--- src/rtl/serial_adder_pkg.sv ---
// serial_adder_pkg
//   Definitions shared by the bit-serial adder files: the controller state
//   encoding, the default operand width and a counter-width helper.
package serial_adder_pkg;

  localparam int DEF_WIDTH = 8;

  // Code 2'd3 is unused; the controller sends it back to IDLE.
  typedef enum logic [1:0] {
    ST_IDLE = 2'd0,
    ST_RUN  = 2'd1,
    ST_DONE = 2'd2
  } state_e;

  // Smallest r with 2**r >= v, usable in parameter expressions.
  function automatic int clog2(input int v);
    int r;
    r = 0;
    for (int i = 0; i < 32; i++)
      if ((64'd1 << i) < 64'(v)) r = i + 1;
    return r;
  endfunction

endpackage

--- src/rtl/fulladder_ha.sv ---
// fulladder_ha
//   One-bit full adder made of two half-adder cells and an OR gate.
//   a, b : addend bits
//   cin  : carry in
//   s    : sum bit
//   cout : carry out
module fulladder_ha (
  input  logic a,
  input  logic b,
  input  logic cin,
  output logic s,
  output logic cout
);
  logic s1, c1, c2;

  halfadder u_ha1 (.a(a),  .b(b),   .s(s1), .c(c1));
  halfadder u_ha2 (.a(s1), .b(cin), .s(s),  .c(c2));

  // c1 and c2 can never be high together, so OR is the full carry.
  assign cout = c1 | c2;
endmodule

--- src/rtl/halfadder.sv ---
// halfadder
//   One-bit half adder cell.
//   a, b : addend bits
//   s    : sum bit (a ^ b)
//   c    : carry bit (a & b)
module halfadder (
  input  logic a,
  input  logic b,
  output logic s,
  output logic c
);
  assign s = a ^ b;
  assign c = a & b;
endmodule

--- src/rtl/serial_adder_ctrl.sv ---
// serial_adder_ctrl
//   Bit-serial WIDTH-bit adder. Operands are captured on an accepted start,
//   added LSB-first one bit per clock through a single full adder with a
//   registered carry, and the result is published with a one-cycle done.
//   clk   : rising-edge clock
//   rst   : synchronous active-high reset
//   start : request strobe, only looked at in IDLE
//   a, b  : operands, captured on the accepted start
//   busy  : high while not IDLE
//   done  : one-cycle pulse when sum/cout update
//   sum   : registered a+b mod 2**WIDTH, held until next completion
//   cout  : registered carry-out, held until next completion
module serial_adder_ctrl
  import serial_adder_pkg::*;
#(
  parameter int WIDTH = DEF_WIDTH
) (
  input  logic             clk,
  input  logic             rst,
  input  logic             start,
  input  logic [WIDTH-1:0] a,
  input  logic [WIDTH-1:0] b,
  output logic             busy,
  output logic             done,
  output logic [WIDTH-1:0] sum,
  output logic             cout
);
  localparam int                CNT_W    = clog2(WIDTH) + 1;
  localparam logic [CNT_W-1:0] CNT_LAST = CNT_W'(WIDTH - 1);

  state_e           state, state_nxt;
  logic [WIDTH-1:0] sa, sb, ss;
  logic             carry;
  logic [CNT_W-1:0] cnt;
  logic             sbit, fa_cout;
  logic             last_bit;

  assign last_bit = (cnt == CNT_LAST);

  fulladder_ha u_fa (
    .a   (sa[0]),
    .b   (sb[0]),
    .cin (carry),
    .s   (sbit),
    .cout(fa_cout)
  );

  // State register
  always_ff @(posedge clk) begin
    if (rst) state <= ST_IDLE;
    else     state <= state_nxt;
  end

  // Next-state logic
  always_comb begin
    state_nxt = ST_IDLE;
    case (state)
      ST_IDLE: state_nxt = start    ? ST_RUN  : ST_IDLE;
      ST_RUN:  state_nxt = last_bit ? ST_DONE : ST_RUN;
      ST_DONE: state_nxt = ST_IDLE;
      default: state_nxt = ST_IDLE;
    endcase
  end

  // Outputs decoded from state
  always_comb begin
    busy = (state != ST_IDLE);
    done = (state == ST_DONE);
  end

  // Shift registers, carry, bit counter and result registers
  always_ff @(posedge clk) begin
    if (rst) begin
      sa    <= '0;
      sb    <= '0;
      ss    <= '0;
      carry <= 1'b0;
      cnt   <= '0;
      sum   <= '0;
      cout  <= 1'b0;
    end else if (state == ST_IDLE) begin
      if (start) begin
        sa    <= a;
        sb    <= b;
        carry <= 1'b0;
        cnt   <= '0;
      end
    end else if (state == ST_RUN) begin
      sa    <= sa >> 1;
      sb    <= sb >> 1;
      ss    <= {sbit, ss[WIDTH-1:1]};
      carry <= fa_cout;
      cnt   <= cnt + 1'b1;
      // On the last bit the result is published straight from the shift
      // path so this cycle's sum bit is included.
      if (last_bit) begin
        sum  <= {sbit, ss[WIDTH-1:1]};
        cout <= fa_cout;
      end
    end
  end

endmodule

--- config.mk ---
export PLATFORM = sky130hd
export DESIGN_NAME = serial_adder_ctrl
export DESIGN_NICKNAME = d
export VERILOG_FILES = /design/src/rtl/serial_adder_pkg.sv /design/src/rtl/fulladder_ha.sv /design/src/rtl/halfadder.sv /design/src/rtl/serial_adder_ctrl.sv
export SDC_FILE = /design/constraint.sdc
export NUM_CORES = 1
export LEC_CHECK = 0
export ABC_CLOCK_PERIOD_IN_PS = 1380
export CAP_MARGIN = 40
export CORE_MARGIN = 2
export CORE_UTILIZATION = 47
export CTS_BUF_LIST = sky130_fd_sc_hd__clkbuf_16
export CTS_CLUSTER_SIZE = 14
export DETAILED_ROUTE_END_ITERATION = 12
export PLACE_DENSITY_LB_ADDON = 0.12
export SETUP_SLACK_MARGIN = 0.15
export SLEW_MARGIN = 40
export SYNTH_ARGS = -nofsm -noshare
export SYNTH_HDL_FRONTEND = slang
export SYNTH_SLANG_ARGS = --single-unit
--- constraint.sdc ---
create_clock -name clk -period 1.38 [get_ports clk]
set_clock_uncertainty 0.1 [all_clocks]
set_input_delay 0.207 -clock clk [delete_from_list [all_inputs] [get_ports clk]]
set_output_delay 0.207 -clock clk [all_outputs]
set_load 0.01 [all_outputs]
==> results of run 1 <==
## per-layer routing
layer / part of all wire, % / wire [um] / vias up / global-route usage (%)
li1: - / - / 790 / -
met1: 41 / 1910 / 775 / 25.3
met2: 52 / 2440 / 52 / 38.0
met3: 4.9 / 229 / 13 / 5.65
met4: 2.8 / 133 / 0 / 6.25
met5: 0 / 0 / - / 0
## synthesized netlist by cell type, types with 2 or more instances
cell type	n	area, um^2
nor2_1	16	60.1
nor2b_1	4	25.0
a21oi_1	16	80.1
a311oi_1	8	70.1
clkbuf_1	8	30.0
nor2_2	5	31.3
o21ai_0	14	70.1
nand2_1	30	113
nand3_1	11	55.1
buf_6	3	33.8
dfxtp_1	39	781
a311oi_2	6	90.1
a21bo_2	8	80.1
a22oi_1	2	15.0
a32oi_1	2	17.5
buf_2	3	15.0
## cells by family after synthesis
| kind of cell | Yosys count |
|---|---|
| compound gates | 62 |
| mux | 1 |
| buf+inv | 19 |
| flops | 39 |
| simple gates | 70 |
| fa+ha+maj | 2 |
## through the flow
stage          std cells  utilization (%)  power (mW)  TNS, ns
2_1_floorplan        193                -        1.42        0
3_3_place_gp         270             59.7        1.52    -2.25
3_5_place_dp         270             59.7        1.53    -3.50
4_1_cts              289             69.9        3.06   -0.811
5_1_grt              295             73.2        3.21    -2.49
6_report             295             73.2        3.11    -1.29
## what timing repair did
| item | CTS | global route |
|---|---|---|
| hold buffers | 0 | 0 |
| gates resized for setup | 39 | 18 |
| pin swaps | 11 | 6 |
| setup endpoints to repair | 49 | 41 |
| cloned | 1 | 3 |
| setup buffers | 10 | 3 |
## flip-flops by register name (all words and copies together), names as in the netlist
name	cells
state	2
cout	1
sb	8
carry	1
ss	7
cnt	4
sum	8
sa	8
## layout make-up
class                   count  area (um^2)  share of cell area, %
clock buffers               5          125                   4.70
well taps                  48         60.1                   2.26
multi-input cells         135          941                   35.4
flip-flops and latches     39          791                   29.7
clock inverters             3         63.8                   2.40
inverters                   1         3.75                  0.141
repair buffers             64          676                   25.4
## power breakdown
group / leakage (nW) / total, mW / internal (mW) / switching (mW)
Sequential: 0.321 / 1.21 / 1.17 / 0.0328
Clock: 0.0952 / 1.48 / 1.03 / 0.447
Combinational: 0.652 / 0.428 / 0.231 / 0.197
Total: 1.07 / 3.11 / 2.43 / 0.677
## path summary, 6_finish.rpt
kind	slack, ns	to	start	cells after the start
setup / recovery	-0.13	sa[0]	state[0]	6
hold / removal	0.38	ss[2]	ss[3]	2
setup reg to reg	-0.13	sa[0]	state[0]	6
hold reg to reg	0.38	ss[2]	ss[3]	2
## critical path, delay by kind of cell, from the launching register on
kind | cells | cell delay, ns
buffers and inverters | 4 | 0.53
AO/OA/AOI/OAI | 2 | 0.44
flip-flops | 1 | 0.34
==> metrics.txt, run 1 <==
GRT Overall Usage a little over a fifth; post-synthesis xor/xnor area fraction 0%; pre-CTS setup slack -0.234 ns; DRC viols 0; vias 1630; clk slew on worst S/H paths 0.06 ns; syn_nets 214; CTS tree done; Fill cells 260; Post-Layout Inst Area ~2700 um^2; largest family of logic cells by synthesized area compound AO/OA/AOI/OAI gates; port buffer count 29; CTS Sinks 39; EDFF count, synth 0; status complete, but fails checks; #FFs+latches synth 39; gp weighted congestion 0.848; most used flip-flop cell after synthesis dfxtp_1; DRT Pass-1 Iters 4; vias in the first global route 1546; cells after synthesis 193; die span in y 65.2 um; final setup violation count 28; DP Wirelength 2.44 mm; DRT iter0 DRCs between 150 and 200; GR Overflow Total 0; Clock Path Buffers 2; PnR worst setup slack -0.129 ns; I/O pin count 30; register area share after synthesis 44.3%; n_diodes 0; first-pass GRT wire length 7.04 mm; share of cells above drive strength 1 34.8%; worst-path maximum fanout 6; Tcrit/Tclk final 109%; final hold slack 0.375 ns; Max Freq ~0.66 GHz; cts bufs inserted 5; Min Clock Period, post-route ~1.5 ns; WL/cell 16.0 um; Detailed Route WL 4.72 mm; Synth Area in Compound Gates 27.5%; simple-gate share of the synthesized area 18.5%; ANT nets after route 0; total die area between 4000 and 5000 um^2; Area Growth Syn to Fin 50.9%; Worst Path Required 1.47 ns; Initial Util 48.5%; area of placed instances 2170 um^2; mapped cell area 1760 um^2; Cell Rows 22; CP Launch Type flip-flop; mux contribution to synthesized area less than 1%; Via density around 5.5; P per Cell Area 1170 nW/um^2; largest net degree at the start of global routing 40; most common cell after layout, fill and taps aside dfxtp_1; DIE WIDTH roughly 65 um; slew margin rel. between 70% and 80%; Final nets between 200 and 300; P_leak 1.07 nW; Most common cell on crit path buf_6; Largest stage delay, worst path 0.34 ns; Max H-tree Level 2; most frequent cells in the layout dfxtp_1 (35), nand2_1 (29), clkdlybuf4s50_1 (18); antenna violations before repair 0; Worst Setup End Kind flip-flop; distinct cell type count after synthesis 34; WP data arrival 1.59 ns; RSZ-0062 raised after global routing yes; syn avg cell area 9.13 um^2; Core Region between 3000 and 4000 um^2; slowest CP cell dfxtp_4; root buffer cell clkbuf_16; clock latency on the worst-skew pair 0.28 ns; asr flop ratio synth 0%; CP Class reg -> reg; class of the worst hold path reg -> reg; adder-cell share of the synthesized area 1.85%; violated checks setup timing; crit path cell chain buf_6, buf_6, o21ba_4, buf_6, clkbuf_16, a311oi_1; Max IR drop VDD between 0.0007 and 0.0008 V; Hold Vio Cnt, Final 0; Max-Cap Viols 0; Slew @ Worst Pin 0.302 ns; synth warn 0; final slew viol count 0
No activity file was read; power rests on OpenSTA's default activity.
==> run 2, diff against run 1 <==
--- a/config.mk
+++ b/config.mk
@@ -8,7 +8,7 @@
 export ABC_CLOCK_PERIOD_IN_PS = 1380
 export CAP_MARGIN = 40
 export CORE_MARGIN = 2
-export CORE_UTILIZATION = 47
+export CORE_UTILIZATION = 46
 export CTS_BUF_LIST = sky130_fd_sc_hd__clkbuf_16
 export CTS_CLUSTER_SIZE = 14
 export DETAILED_ROUTE_END_ITERATION = 12
@@ -17,4 +17,5 @@
 export SLEW_MARGIN = 40
 export SYNTH_ARGS = -nofsm -noshare
 export SYNTH_HDL_FRONTEND = slang
+export SYNTH_HIERARCHICAL = 1
 export SYNTH_SLANG_ARGS = --single-unit
==> metrics.txt, run 2 <==
area of placed instances 2160 um^2 (-0.58%); synth warn 6 (+6); Detailed Route WL 5.07 mm (+7.4%); I/O pin count 30 (unchanged); total die area 4150 um^2 (-2.5%); slowest CP cell dfxtp_2; area of the multi-input gates 1110 um^2 (+18%); R2R Path Start cnt[0]; Worst Setup End Kind flip-flop; #FFs+latches synth 39 (unchanged); syn_nets 214 (unchanged); Fill cells 186 (-28%); pre-CTS setup slack -0.199 ns (+0.0348 ns); Max-Cap Viols 0 (unchanged); status complete, but fails checks; cts bufs inserted 5 (unchanged); post-route setup TNS -0.734 ns (+0.552 ns); EDFF count, synth 0 (unchanged); worst setup path start cnt[0]; vias 1638 (+0.49%); Slew @ Worst Pin 0.247 ns (-0.0546 ns); DIE WIDTH 64.4 um (-1.2%); Post-Layout Inst Area 2800 um^2 (+5.1%); CP Launch Type flip-flop; root buffer cell clkbuf_16; GR Overflow Total 0 (unchanged); Cell Rows 21 (-4.5%); Max H-tree Level 2 (unchanged); clock latency on the worst-skew pair 0.28 ns (about the same); worst-path maximum fanout 5 (-1); DP Wirelength 2.44 mm (+0.18%); mapped cell area 1680 um^2 (-4.7%); DRT iter0 DRCs 90 (-44%); final setup violation count 19 (-32%); die span in y 64.4 um (-1.2%); P_leak 1.15 nW (+7.9%); Min Clock Period, post-route 1.48 ns (-0.0336 ns); most common cell in the netlist dfxtp_1; slew margin rel. 83.3% (+3.5 points); PnR worst setup slack -0.0954 ns (+0.0336 ns); P per Cell Area 993 nW/um^2 (-15%); Final nets 268 (+0.37%); crit path cell chain ha_4, and4b_1, nor2b_4, buf_6, mux2i_1; violated checks setup timing; Tcrit/Tclk final 107% (-2.4 points); WP data arrival 1.57 ns (-0.02 ns); final hold slack 0.363 ns (-0.0122 ns); share of cells above drive strength 1 38.9% (+4.0 points); distinct cell type count after synthesis 30 (-12%); top post-synthesis cells by area dfxtp_1 (46%), a311oi_1 (7.3%), nand2b_1 (7.1%); DRC viols 0 (unchanged); class of the worst hold path in -> reg; Core Region 3420 um^2 (-6.0%); CP Class reg -> reg; WL/cell 17.3 um (+8.1%); vias in the first global route 1528 (-1.2%); Clock Power Share 39.0% (-8.5 points); most common cell after layout, fill and taps aside dfxtp_1; top-area cell type share of the netlist area 46.5% (+2.2 points); clk slew on worst S/H paths 0.06 ns (about the same); Largest stage delay, worst path 0.35 ns (about the same); Hold-fix buffers, CTS 0 (unchanged); ANT nets after route 0 (unchanged); most frequent cells in the layout dfxtp_1 (33), nand2b_1 (18), nand2_1 (17), nor2_1 (17), clkdlybuf4s50_1 (17); port buffer count 29 (unchanged); Max Freq 0.678 GHz (+2.3%); GRT Overall Usage 23.5% (+2.1 points); antenna violations before repair 0 (unchanged); DRT Pass-1 Iters 4 (unchanged); syn avg cell area 8.75 um^2 (-4.2%); Clock Path Buffers 2 (unchanged); asr flop ratio synth 0% (unchanged); n_diodes 0 (unchanged); Sw Ratio 24.7% (+2.9 points); first-pass GRT wire length 7.47 mm (+6.2%); Yosys top cell by area dfxtp_1; Via density 5.59 (+1.2%); CTS Sinks 39 (unchanged); most used flip-flop cell after synthesis dfxtp_1; Area Growth Syn to Fin 66.3%; Worst Path Required 1.48 ns (about the same); final slew viol count 0 (unchanged); Initial Util 49.2% (+0.67 points); largest net degree at the start of global routing 49 (+23%); top cells by count, synth dfxtp_1 (39), nand2_1 (29), nand2b_1 (19), nor2_1 (19), a311oi_1 (14); cells after synthesis 192 (-0.52%); combinational power share 17.4% (+3.6 points); Pint 2.09 mW (-14%); Hold Vio Cnt, Final 0 (unchanged); Switching Power 0.685 mW (+1.2%); hold path startpoint start; Max IR drop VDD 0.000824 V (+16%); CTS tree done; register area 793 um^2 (+0.32%); Reg power frac 43.6% (+4.8 points); largest registers sa x8, sb x8, sum x8; gp weighted congestion 0.769 (-9.3%); register area share after synthesis 46.5% (+2.2 points); RSZ-0062 raised after global routing yes
-- run 2: cell count changes after synthesis, sizes merged, moves of 2 or more --
cell and change:
a21bo -9, a21oi -8, clkbuf -3, ha +2, mux2i +8, nand2b +18
nand3 -9, nor2 -2, nor3 +2
-- run 2: area by class of cell --
| type | instances | area share [%] |
|---|---|---|
| Tap cell | 46 | 2.06 |
| Clock inverter | 3 | 0.448 |
| Inverter | 1 | 0.134 |
| Sequential cell | 39 | 28.4 |
| Multi-Input combinational cell | 136 | 39.6 |
| Clock buffer | 5 | 4.48 |
| Timing Repair Buffer | 63 | 24.9 |
-- run 2: worst paths after layout --
check           end  slack (ns)  depth (start not counted)
max          sum[4]        -0.1                          5
min           sb[7]        0.36                          4
max reg2reg  sum[4]        -0.1                          5
min reg2reg  sum[1]        0.37                          2
-- run 2: routing by layer --
metal	global-route usage [%]	routed length (um)	up-vias	share of wire, %
met5	0	0	-	0
met1	30.0	2140	802	42
li1	-	-	781	-
met4	8.24	85	0	1.7
met3	4.86	206	9	4.1
met2	39.5	2630	46	52
-- run 2: stage by stage --
stage | utilization (%) | total power, mW | std cells
floorplan | - | 1.39 | 192
global placement | 63.2 | 1.51 | 271
CTS | 76.4 | 2.70 | 292
finish | 81.8 | 2.77 | 293
detailed placement | 63.2 | 1.52 | 271
global route | 81.8 | 2.88 | 293
-- run 2: critical path, delay by kind of cell, from the launching register on --
kind	cells	cell delay (ns)
flops	1	0.35
fa+ha+maj	1	0.13
buf+inv	1	0.16
mux	1	0.20
simple gates	2	0.46
-- run 2: power groups by stage --
stage               Combinational (mW)  Clock (mW)  Sequential [mW]
finish                           0.482        1.08             1.21
global route                     0.512        1.15             1.21
CTS                              0.409        1.08             1.21
detailed placement               0.284           0             1.24
global placement                 0.273           0             1.23
floorplan                        0.160           0             1.23
-- run 2: kinds of logic (layout without fill, tap and decap cells) --
family / count (synthesis) / in the layout / share of synthesized area, %
muxes: 9 / 9 / 5.36
AOI/OAI and AO/OA: 45 / 45 / 18.2
DFF: 39 / 39 / 46.5
and+or+nand+nor: 79 / 79 / 22.7
buffers and inverters: 17 / 72 / 4.99
adders and majority gates: 3 / 3 / 2.23
-- run 2: timing repair --
action / CTS / global route
gates cloned: 4 / 0
pin swaps: 17 / 28
setup buffers: 9 / 1
resized for setup: 60 / 43
endpoints found under the hold margin: 0 / 0
setup endpoints to repair: 49 / 41
